`src/rtl/prog_loader_pkg.sv`:
```
// -----------------------------------------------------------------------------
// prog_loader_pkg
//
// Shared types and default sizes for the program loader that sits in front of
// nand_cpu.
//
// Contents:
//   DEF_INSTR_W   default instruction word width
//   DEF_ADDR_W    default instruction memory address width
//   DEF_RST_HOLD  default number of cycles the CPU reset is held after loading
//   loader_state_t loader FSM states (IDLE, LOAD, HOLD, RUN, ERROR)
//   hold_width()  width of the reset-hold down counter for a given hold length
// -----------------------------------------------------------------------------
package prog_loader_pkg;

  localparam int DEF_INSTR_W  = 16;
  localparam int DEF_ADDR_W   = 8;
  localparam int DEF_RST_HOLD = 4;

  typedef enum logic [2:0] {
    IDLE  = 3'd0,
    LOAD  = 3'd1,
    HOLD  = 3'd2,
    RUN   = 3'd3,
    ERROR = 3'd4
  } loader_state_t;

  // The hold counter counts 0 .. hold_len-1, so it needs clog2(hold_len)
  // bits; a hold of a single cycle still needs a one-bit register.
  function automatic int hold_width(input int hold_len);
    return (hold_len > 1) ? $clog2(hold_len) : 1;
  endfunction

endpackage

```
`src/rtl/prog_loader.sv`:
```
// -----------------------------------------------------------------------------
// prog_loader
//
// Streams an instruction image into nand_cpu's instruction memory, keeps the
// CPU in reset while the image is written, releases it RST_HOLD cycles after
// the final word, and puts it back into reset when it raises halt.
//
// Parameters:
//   INSTR_W   instruction word width
//   ADDR_W    instruction memory address width (capacity 2**ADDR_W words)
//   RST_HOLD  cycles cpu_n_rst stays low after the last write (>= 1)
//
// Ports:
//   clk, rst        clock; asynchronous active-high reset
//   start           begin a new load (honoured in IDLE and ERROR only)
//   s_valid/s_ready/s_data/s_last
//                   instruction stream, one word per handshake
//   imem_we/imem_addr/imem_wdata
//                   instruction memory write port, registered
//   cpu_n_rst       active-low reset to the CPU, high only in RUN
//   cpu_halt        halt indication from the CPU
//   busy            high while loading, holding reset or running
//   done            one-cycle pulse when the CPU halts
//   err             sticky error (overflow or checksum), cleared by start
//   word_count      instructions written in the current / last load
//
// Build option:
//   PROG_LOADER_CHECKSUM_EN  when defined, the s_last word is a trailer holding
//                            the sum (mod 2**INSTR_W) of the preceding words;
//                            it is not written and a mismatch goes to ERROR.
// -----------------------------------------------------------------------------
module prog_loader
  import prog_loader_pkg::*;
#(
  parameter int INSTR_W  = DEF_INSTR_W,
  parameter int ADDR_W   = DEF_ADDR_W,
  parameter int RST_HOLD = DEF_RST_HOLD
) (
  input  logic               clk,
  input  logic               rst,
  input  logic               start,
  input  logic               s_valid,
  output logic               s_ready,
  input  logic [INSTR_W-1:0] s_data,
  input  logic               s_last,
  output logic               imem_we,
  output logic [ADDR_W-1:0]  imem_addr,
  output logic [INSTR_W-1:0] imem_wdata,
  output logic               cpu_n_rst,
  input  logic               cpu_halt,
  output logic               busy,
  output logic               done,
  output logic               err,
  output logic [ADDR_W:0]    word_count
);

  localparam int CNT_W  = ADDR_W + 1;
  localparam int HOLD_W = hold_width(RST_HOLD);

  // word_count value at which the memory is full; one more handshake overflows
  localparam logic [CNT_W-1:0]  CAPACITY  = {1'b1, {ADDR_W{1'b0}}};
  localparam logic [HOLD_W-1:0] HOLD_LAST = HOLD_W'(RST_HOLD - 1);

  loader_state_t      state_reg, state_next;
  logic [CNT_W-1:0]   count_reg, count_next;
  logic [HOLD_W-1:0]  hold_reg, hold_next;
  logic               we_reg, we_next;
  logic [ADDR_W-1:0]  addr_reg, addr_next;
  logic [INSTR_W-1:0] wdata_reg, wdata_next;
  logic               err_reg, err_next;
  logic               done_reg, done_next;
`ifdef PROG_LOADER_CHECKSUM_EN
  logic [INSTR_W-1:0] csum_reg, csum_next;
`endif

  logic handshake;
  logic full;
  logic write_word;
  logic clear_load;

  // ---------------------------------------------------------------------------
  // State and datapath registers
  // ---------------------------------------------------------------------------
  always_ff @(posedge clk or posedge rst) begin
    if (rst) begin
      state_reg <= IDLE;
      count_reg <= '0;
      hold_reg  <= '0;
      we_reg    <= 1'b0;
      addr_reg  <= '0;
      wdata_reg <= '0;
      err_reg   <= 1'b0;
      done_reg  <= 1'b0;
`ifdef PROG_LOADER_CHECKSUM_EN
      csum_reg  <= '0;
`endif
    end else begin
      state_reg <= state_next;
      count_reg <= count_next;
      hold_reg  <= hold_next;
      we_reg    <= we_next;
      addr_reg  <= addr_next;
      wdata_reg <= wdata_next;
      err_reg   <= err_next;
      done_reg  <= done_next;
`ifdef PROG_LOADER_CHECKSUM_EN
      csum_reg  <= csum_next;
`endif
    end
  end

  // ---------------------------------------------------------------------------
  // Next-state and datapath logic
  // ---------------------------------------------------------------------------
  assign handshake = s_valid && (state_reg == LOAD);
  assign full      = (count_reg == CAPACITY);

  always_comb begin
    state_next = state_reg;
    count_next = count_reg;
    hold_next  = '0;
    we_next    = 1'b0;
    addr_next  = addr_reg;
    wdata_next = wdata_reg;
    err_next   = err_reg;
    done_next  = 1'b0;
`ifdef PROG_LOADER_CHECKSUM_EN
    csum_next  = csum_reg;
`endif
    write_word = 1'b0;
    clear_load = 1'b0;

    case (state_reg)
      IDLE: begin
        if (start) begin
          state_next = LOAD;
          clear_load = 1'b1;
        end
      end

      LOAD: begin
        if (handshake) begin
          if (full) begin
            // Every address is already used; drop the word and flag it.
            state_next = ERROR;
            err_next   = 1'b1;
`ifdef PROG_LOADER_CHECKSUM_EN
          end else if (s_last) begin
            // Trailer word: compare against the running sum, never written.
            if (s_data == csum_reg) begin
              state_next = HOLD;
            end else begin
              state_next = ERROR;
              err_next   = 1'b1;
            end
`endif
          end else begin
            write_word = 1'b1;
            if (s_last) begin
              state_next = HOLD;
            end
          end
        end
      end

      HOLD: begin
        // hold_reg enters HOLD at zero, so HOLD lasts exactly RST_HOLD cycles.
        if (hold_reg == HOLD_LAST) begin
          state_next = RUN;
        end else begin
          hold_next = hold_reg + HOLD_W'(1);
        end
      end

      RUN: begin
        if (cpu_halt) begin
          state_next = IDLE;
          done_next  = 1'b1;
        end
      end

      ERROR: begin
        if (start) begin
          state_next = LOAD;
          clear_load = 1'b1;
        end
      end

      default: begin
        state_next = IDLE;
      end
    endcase

    // A new load restarts addressing at zero and forgets the previous outcome.
    if (clear_load) begin
      count_next = '0;
      err_next   = 1'b0;
`ifdef PROG_LOADER_CHECKSUM_EN
      csum_next  = '0;
`endif
    end

    // The write address is the number of words already written; count_reg is
    // one bit wider so a completely full memory is still distinguishable.
    if (write_word) begin
      we_next    = 1'b1;
      addr_next  = count_reg[ADDR_W-1:0];
      wdata_next = s_data;
      count_next = count_reg + CNT_W'(1);
`ifdef PROG_LOADER_CHECKSUM_EN
      csum_next  = csum_reg + s_data;
`endif
    end
  end

  // ---------------------------------------------------------------------------
  // Outputs
  // ---------------------------------------------------------------------------
  // These depend only on state_reg, so the asynchronous reset forces them low
  // immediately along with the registered outputs.
  assign s_ready   = (state_reg == LOAD);
  assign cpu_n_rst = (state_reg == RUN);
  assign busy      = (state_reg == LOAD) || (state_reg == HOLD) || (state_reg == RUN);

  assign imem_we    = we_reg;
  assign imem_addr  = addr_reg;
  assign imem_wdata = wdata_reg;
  assign done       = done_reg;
  assign err        = err_reg;
  assign word_count = count_reg;

endmodule

```
`config.mk`:
```
export PLATFORM = sky130hd
export DESIGN_NAME = prog_loader
export DESIGN_NICKNAME = d
export VERILOG_FILES = /design/src/rtl/prog_loader_pkg.sv /design/src/rtl/prog_loader.sv
export SDC_FILE = /design/constraint.sdc
export NUM_CORES = 1
export LEC_CHECK = 0
export CELL_PAD_IN_SITES_DETAIL_PLACEMENT = 1
export CELL_PAD_IN_SITES_GLOBAL_PLACEMENT = 2
export CORE_UTILIZATION = 30
export CTS_CLUSTER_SIZE = 14
export DETAILED_ROUTE_END_ITERATION = 6
export PLACE_DENSITY = 0.81
export SLEW_MARGIN = 20
export SYNTH_ARGS = -nofsm -noshare
export SYNTH_HDL_FRONTEND = slang
export SYNTH_SLANG_ARGS = --single-unit
```
`constraint.sdc`:
```
create_clock -name clk -period 5.5 [get_ports clk]
set_input_delay 0.55 -clock clk [delete_from_list [all_inputs] [get_ports clk]]
set_output_delay 0.55 -clock clk [all_outputs]
set_load 0.01 [all_outputs]
```
-- Word-level counts from Yosys, hierarchy flattened
Cells that the tools add are included.
Widths: inputs -> output; s select.
- add/subtract/negate cells: 2
- equal/unequal tests: 11
- reductions and logical operators: 11
- mux-type cells: 23
- operators with widths (cell ; count):
    $mux 3 ; 6
    $mux 9 ; 2
    $mux 1 ; 12
    $pmux 3 s4 ; 1
    $add 9x1->9 const B ; 1
    $eq 9x9->1 const B ; 1
    $reduce_bool 2->1 ; 4
    $eq 3x2->1 const B ; 2
    $ne 2x1->1 const B ; 3
    $reduce_and 5->1 ; 1
    $mux 2 ; 2
    $eq 3x1->1 const B ; 1
    $eq 3x3->1 const B ; 1
    $logic_not 3->1 ; 1
    $ne 3x1->1 const B ; 1
    $reduce_and 3->1 ; 1
    $add 2x1->2 const B ; 1
    $eq 2x2->1 const B ; 1
    $logic_or 1x1->1 ; 2
    $ne 2x2->1 const B ; 1
    $reduce_or 2->1 ; 1
    $logic_and 1x1->1 ; 1
- output and inout port bits: 39
- word-level logic and storage cells: 55
- input bits: 22
- register bits: 41

-- Longest topological paths before layout
Gate-level depths: netlist of run 1.
- depth after elaboration: 5
- gate-level depth with buffers: 9
- depth with buffers taken out: 8

-- Worst setup path before layout of run 1
Ideal clock, no wire load.
- path type: flip-flop to flip-flop
- start point: register count_reg[0] (netlist: word_count[0])
- end point: register state_reg[0]
- setup slack: 3683 ps
- stages on the path, launching flop included: 7
- clock period less this slack: 1817 ps
- arrival time: 1692 ps
- buffers on the path: 0
- required time: 5375 ps
- path through: dfrtp_1 -> inv_1 -> ha_1 -> nor4b_4 -> a2111oi_1 -> or3b_1 -> mux2_4
- longest elaborated chain between the ends: 4
- elaborated cells on any way between the ends: 6
- those cells by class: eq/ne (2); mux (3); reduce/logical (1)
- ends and longest elaborated chain (item ; line ; text):
    start, declared ; prog_loader.sv:65 ; logic [CNT_W-1:0] count_reg, count_next;
    start signal, assigned ; prog_loader.sv:99 ; count_reg <= count_next;
    $eq 9x9->1 * ; prog_loader.sv:116 ; assign full = (count_reg == CAPACITY);
    $mux 3 ; prog_loader.sv:143 ; if (full) begin
    $mux 3 ; prog_loader.sv:142 ; if (handshake) begin
    $pmux 3 s4 ; prog_loader.sv:133 ; case (state_reg)
    end signal, assigned ; prog_loader.sv:98 ; state_reg <= state_next;
    end, declared ; prog_loader.sv:64 ; loader_state_t state_reg, state_next;
Mark *: on every way between the ends. The rest lies on a longest branch, timed or not. The select of a mux whose other input is x is not followed.
A chain may end at the register's enable or synchronous reset.

-- Final worst setup path of run 1
- start point: input s_valid
- end point: register count_reg[4] (netlist: word_count[4])
- longest elaborated chain between the ends: 4
- elaborated cells on any way between the ends: 5
- those cells by class: mux (3); reduce/logical (2)
- ends and longest elaborated chain (item ; line ; text):
    start, declared ; prog_loader.sv:42 ; input logic s_valid,
    $logic_and 1x1->1 * ; prog_loader.sv:115 ; assign handshake = s_valid && (state_reg == LOAD);
    $mux 1 * ; prog_loader.sv:142 ;
    $mux 1 * ; prog_loader.sv:133 ;
    $mux 9 or $reduce_bool 2->1 (tied branches) ; - ;
Mark *: on every way between the ends. The rest lies on a longest branch, timed or not.

==> metrics.yaml, run 1 <==
status:
  outcome: "finished clean"
critical_path:
  rr_startpoint: "word_count[0]$_DFFE_PP0P_"
  critPathKind: "in -> reg"
  arrival_ns: 2.59
  rrSetupSlack_ns: 3.21
  worstPathRequired_ns: 5.68
  cp-end-kind: "flip-flop"
  cp-start-kind: "input pin"
  reg2reg_to: "word_count[4]$_DFFE_PP0P_"
  crit_fanout: 32
  reg2regPathDepth: 8
clocking:
  htreeDepth: 2
  post_cts_resized: 0
  postCtsHoldBufs: 0
  cts_setup_buffers: 0
  clockBufferDepth: 2
  cts_sinks: 41
  cts_tree: "done"
  clk_latency_ns: 0.29
  cts_root_buf: "clkbuf_8"
  clk_pin_slew_ns: 0.08
  cts_buffers: 5
final_layout:
  largest_register_ffs: 16
  regArea_mm2: 0.00103
  drive_gt1_share_pct: 6.83
  fin_nets: 229
  stdcell_count: 277
  n_antenna_cell: 0
  area_growth_pct: 43.8
  fillers: 605
  multiInputGateArea_um2: 737
grt:
  grt_overflow: 0
  grt_max_degree: 42
  grt_pass1_vias: 1484
  grt_use_total_pct: 15.1
  grt_pass1_wl_um: 7340
  antenna_found_initial: 0
hold_path:
  min_to: "hold_reg[0]$_DFF_PP0_"
  hold_class: "reg -> reg"
  holdPathStages: 1
  hold_start: "hold_reg[0]$_DFF_PP0_"
placed_design:
  dp_cells: 269
  io_buffers: 60
  hpwlAfterDp_um: 3180
  pre_cts_ws_ns: 2.78
  gp_congestion: 0.742
die:
  rows: 27
  die_area_mm2: 0.00633
  die_h_um: 79.6
  core_mm2: 0.00564
  dieWidth_um: 79.6
  io_pins: 61
  start_util_pct: 32.0
timing:
  fmax_mhz: 416
  setup_tns_ns: 0
  worst_hold_slack_ns: 0.478
  rsz0062_at_grt: "no"
  maxSlewViolCount: 0
  slew_headroom_pct: 57.1
  fin_crit_sh_pct: 43.7
  finClkSkew_ns: 0.00932
  tightest_slew_ns: 0.643
  period_needed_ns: 2.41
  hold_viol_final: 0
  setup_slack_ns: 3.09
  setup_viol: 0
pwr:
  sw_frac_of_total_pct: 31.0
  combPwrFrac_pct: 39.8
  pwr-share-seq_pct: 39.5
  total_power_mw: 1.18
  clkPwrFrac_pct: 20.7
  internal_power_uw: 817
  p_leak_nw: 1.12
  peakVddDrop_mv: 0.174
  power_density_mw_per_mm2: 456
  power_switching_uw: 368
yosys:
  syn_area_mm2: 0.00181
  yosysMostFrequentCell: "dfrtp_1"
  synth_warnings: 0
  synthFlopType: "dfrtp_1"
  synth_seq_cells: 41
  synth_area_leaders: "dfrtp_1 57%, mux2_1 14%, nor4b_4 2.6%"
  synth_fp_nets: 166
  yosysUniqueCellTypes: 35
  synth_area_leader_cell: "dfrtp_1"
  postSynthCellCount: 141
  ys_top_cells_by_count: "41 x dfrtp_1, 23 x mux2_1, 12 x nand2_1"
  avgSynthCellArea_um2: 12.8
  synth_edf_count: 0
  seq_area_frac_synth_pct: 56.8
  async_flop_share_pct: 100
  synth_top_cell_area_share_pct: 56.8
detailed_routing:
  avgRoutedWirePerCell_um: 15.9
  drtAntennaViolNets: 0
  drt_iter0_drc: 57
  via_per_inst: 4.84
  via_count: 1341
  drc_errors: 0
  wirelength_um: 4410
  firstDrtPassIters: 4
run:
  maxCapViolCount: 0
-- how the worst max path moves through the flow --
stage,start,end,cells after the start
2_1_floorplan,word_count[0]$_DFFE_PP0P_,state_reg[0]$_DFFE_PP0P_,6
3_3_place_gp,s_valid,word_count[4]$_DFFE_PP0P_,6
3_5_place_dp,s_valid,word_count[4]$_DFFE_PP0P_,6
4_1_cts,s_valid,word_count[4]$_DFFE_PP0P_,6
5_1_grt,s_valid,word_count[4]$_DFFE_PP0P_,6
6_report,s_valid,word_count[4]$_DFFE_PP0P_,6
-- cell type report --
cell class / instances / share of cell area [%]
sequential: 41 / 39.5
multi-input combinational: 90 / 28.4
timing repair buffer: 61 / 23.4
tap: 72 / 3.47
clock buffer: 7 / 3.33
clock inverter: 1 / 1.16
inverter: 5 / 0.723
-- power by group through the flow --
| stage | registers (mW) | logic, mW | clock network, mW |
|---|---|---|---|
| after floorplan | 0.491 | 0.209 | 0 |
| after global placement | 0.468 | 0.462 | 0 |
| after detailed placement | 0.475 | 0.477 | 0 |
| after CTS | 0.470 | 0.480 | 0.253 |
| after global routing | 0.488 | 0.513 | 0.264 |
| final | 0.468 | 0.472 | 0.245 |
-- cells in the final DEF, fill, tap and decap left out, types with 2 or more instances in the layout --
cell / count
a21oi_1: 5
a22o_1: 2
and3_1: 3
clkbuf_8: 6
clkdlybuf4s50_1: 60
dfrtp_1: 41
ha_1: 3
inv_1: 4
mux2_1: 23
mux2i_1: 4
nand2_1: 12
nand2b_1: 2
nand3_1: 2
nand4_1: 2
nor2_1: 4
nor2b_1: 2
nor3_1: 2
nor4b_4: 2
o211ai_1: 2
o21ai_0: 5
o31ai_1: 2
-- worst max-delay path, stage by stage --
cell and delay [ns]:
clkdlybuf4s50_1 0.52, and4bb_2 0.31, nand2_1 0.11, inv_2 0.49, mux2_1 0.39, a22o_1 0.23
-- metrics by stage --
| stage | cell area (um2) | util (%) |
|---|---|---|
| global placement | 2480 | 44.0 |
| detailed placement | 2480 | 44.0 |
| CTS | 2600 | 46.0 |
| global route | 2600 | 46.0 |
| floorplan | 1810 | - |
| finish | 2600 | 46.0 |
-- metal layers --
layer	GRT usage, %	share of wire, %	vias up	wire length, um
met4	4.36	0.79	0	35
met3	3.09	4.9	5	217
met5	0	0	-	0
li1	-	-	632	-
met1	18.9	44	663	1950
met2	26.2	50	41	2200
-- cells by family after synthesis --
family	Yosys count	share of synthesized area (%)
buffers and inverters	10	2.36
and+or+nand+nor	38	13.5
muxes	29	18.0
xor gates and xnor gates	1	0.485
DFF	41	56.8
AOI/OAI and AO/OA	19	6.72
adders and majority gates	3	2.08
Note: power is estimated with default switching activity, not from simulation.
==> inputs of run 2 (changes only) <==
--- a/config.mk
+++ b/config.mk
@@ -7,10 +7,10 @@
 export LEC_CHECK = 0
 export CELL_PAD_IN_SITES_DETAIL_PLACEMENT = 1
 export CELL_PAD_IN_SITES_GLOBAL_PLACEMENT = 2
-export CORE_UTILIZATION = 30
+export CORE_UTILIZATION = 29
 export CTS_CLUSTER_SIZE = 14
 export DETAILED_ROUTE_END_ITERATION = 6
-export PLACE_DENSITY = 0.81
+export PLACE_DENSITY = 0.79
 export SLEW_MARGIN = 20
 export SYNTH_ARGS = -nofsm -noshare
 export SYNTH_HDL_FRONTEND = slang
==> constraint.sdc (replaced) <==
create_clock -name clk -period 2.4 [get_ports clk]
set_input_delay 0.24 -clock clk [delete_from_list [all_inputs] [get_ports clk]]
set_output_delay 0.24 -clock clk [all_outputs]
set_load 0.01 [all_outputs]
==> run 2 against run 1 <==
Against the previous run:
- total power is 120% higher
- wire length is 2.9% lower
- cell area hardly changed
- clock skew is 0.00069 ns lower
- worst hold slack worse by 0.11 ns
- global-route usage is 1.2 points lower
==> metrics.yaml, run 2 (synthesized netlist as in run 1, its figures left out) <==
status:
  outcome: "finished clean"
pwr:
  peakVddDrop_mv: 0.388
  power_density_mw_per_mm2: 1010
  p_leak_nw: 1.12
  total_power_mw: 2.61
placed_design:
  hpwlAfterDp_um: 3240
  gp_congestion: 0.811
  pre_cts_ws_ns: 0.408
  io_buffers: 60
critical_path:
  arrival_ns: 1.75
  max_stage_delay_ns: 0.53
  rr_startpoint: "word_count[0]$_DFFE_PP0P_"
  crit_fanout: 11
  crit_chain: "nor2b_1 > and2_1 > clkdlybuf4s50_1"
  slowest_stage: "clkdlybuf4s50_1"
  critPathKind: "reg -> out"
  cp-start-kind: "flip-flop"
  rrSetupSlack_ns: 0.46
  critPathLaunch: "state_reg[2]$_DFFE_PP0P_"
  cp-end-kind: "primary output"
  worstPathRequired_ns: 2.16
clocking:
  cts_buffers: 5
  post_cts_resized: 0
  clk_pin_slew_ns: 0.08
  cts_root_buf: "clkbuf_8"
  cts_tree: "done"
  cts_sinks: 41
  clk_latency_ns: 0.29
  clockBufferDepth: 2
  postCtsHoldBufs: 0
  cts_setup_buffers: 0
  htreeDepth: 2
final_layout:
  mostFrequentLayoutCells: "60 x clkdlybuf4s50_1, 41 x dfrtp_1, 23 x mux2_1"
  n_antenna_cell: 0
  drive_gt1_share_pct: 8.21
  final_common_cell: "clkdlybuf4s50_1"
  largest_register_ffs: 16
  utilization_pct: 43.6
  fillers: 641
  fin_nets: 231
  area_growth_pct: 43.9
timing:
  setup_viol: 0
  slew_headroom_pct: 54.9
  finClkSkew_ns: 0.00863
  hold_viol_final: 0
  maxSlewViolCount: 0
  period_needed_ns: 1.99
  setup_slack_ns: 0.410
  rsz0062_at_grt: "no"
  setup_tns_ns: 0
  fmax_mhz: 503
  tightest_slew_ns: 0.675
  fin_crit_sh_pct: 82.9
die:
  rows: 28
  dieWidth_um: 80.9
  die_area_mm2: 0.00655
  start_util_pct: 30.3
  core_mm2: 0.00596
  die_h_um: 80.9
  io_pins: 61
detailed_routing:
  drtAntennaViolNets: 0
  drt_iter0_drc: 32
  via_count: 1350
  avgRoutedWirePerCell_um: 15.2
  drc_errors: 0
  wirelength_um: 4280
  via_per_inst: 4.79
  firstDrtPassIters: 4
grt:
  grt_use_total_pct: 13.9
  grt_pass1_wl_um: 6800
  grt_pass1_vias: 1412
  grt_max_degree: 32
  grt_overflow: 0
  antenna_found_initial: 0
hold_path:
  hold_class: "in -> async"
run:
  maxCapViolCount: 0
-- run 2: cell types whose count changed in the layout (fill, tap and decap cells not counted) --
cell,delta
clkinv_2,+2
buf_12,+1
buf_4,+1
bufinv_16,-1
clkbuf_1,-1
clkbuf_8,-1
clkinvlp_4,+1
-- run 2: worst max-delay path: cells and delay by family (launching register included) --
| family | cells | cell delay, ns |
|---|---|---|
| buf+inv | 1 | 0.53 |
| simple gates | 2 | 0.43 |
| flops | 1 | 0.50 |
-- run 2: worst paths after layout --
kind	to	depth (start not counted)
max	cpu_n_rst	3
min	imem_wdata[10]$_DFFE_PP0P_	2
max reg2reg	state_reg[0]$_DFFE_PP0P_	6
min reg2reg	hold_reg[0]$_DFF_PP0_	1
max in group asynchronous	imem_addr[1]$_DFFE_PP0P_	3
min in group clk	hold_reg[0]$_DFF_PP0_	1
-- run 2: cell type report --
cell class / count / area (um2) / area share (%)
Inverter: 5 / 18.8 / 0.723
Timing Repair Buffer: 63 / 636 / 24.5
Multi-Input combinational cell: 90 / 737 / 28.4
Clock buffer: 5 / 68.8 / 2.65
Tap cell: 75 / 93.8 / 3.61
Sequential cell: 41 / 1030 / 39.5
Clock inverter: 3 / 17.5 / 0.674
-- run 2: per-layer routing --
| layer | part of all wire, % | GRT usage (%) | wire, um |
|---|---|---|---|
| met1 | 44 | 16.1 | 1890 |
| met2 | 49 | 25.0 | 2110 |
| met3 | 6.0 | 3.93 | 257 |
| met4 | 0.40 | 3.75 | 17 |
| met5 | 0 | 0 | 0 |
-- run 2: through the flow --
| step | hold slack, ns | area, um2 | cells |
|---|---|---|---|
| after floorplan | 0.326 | 1810 | 141 |
| after global placement | 0.429 | 2510 | 274 |
| after detailed placement | 0.454 | 2510 | 274 |
| after CTS | 0.380 | 2600 | 282 |
| after global routing | 0.410 | 2600 | 282 |
| final | 0.372 | 2600 | 282 |
-- run 2: where the power goes --
part | leakage (nW) | internal (mW) | switching, mW | total [mW]
combinational | 0.549 | 0.651 | 0.455 | 1.11
sequential | 0.528 | 0.900 | 0.167 | 1.07
clock | 0.0439 | 0.201 | 0.238 | 0.438
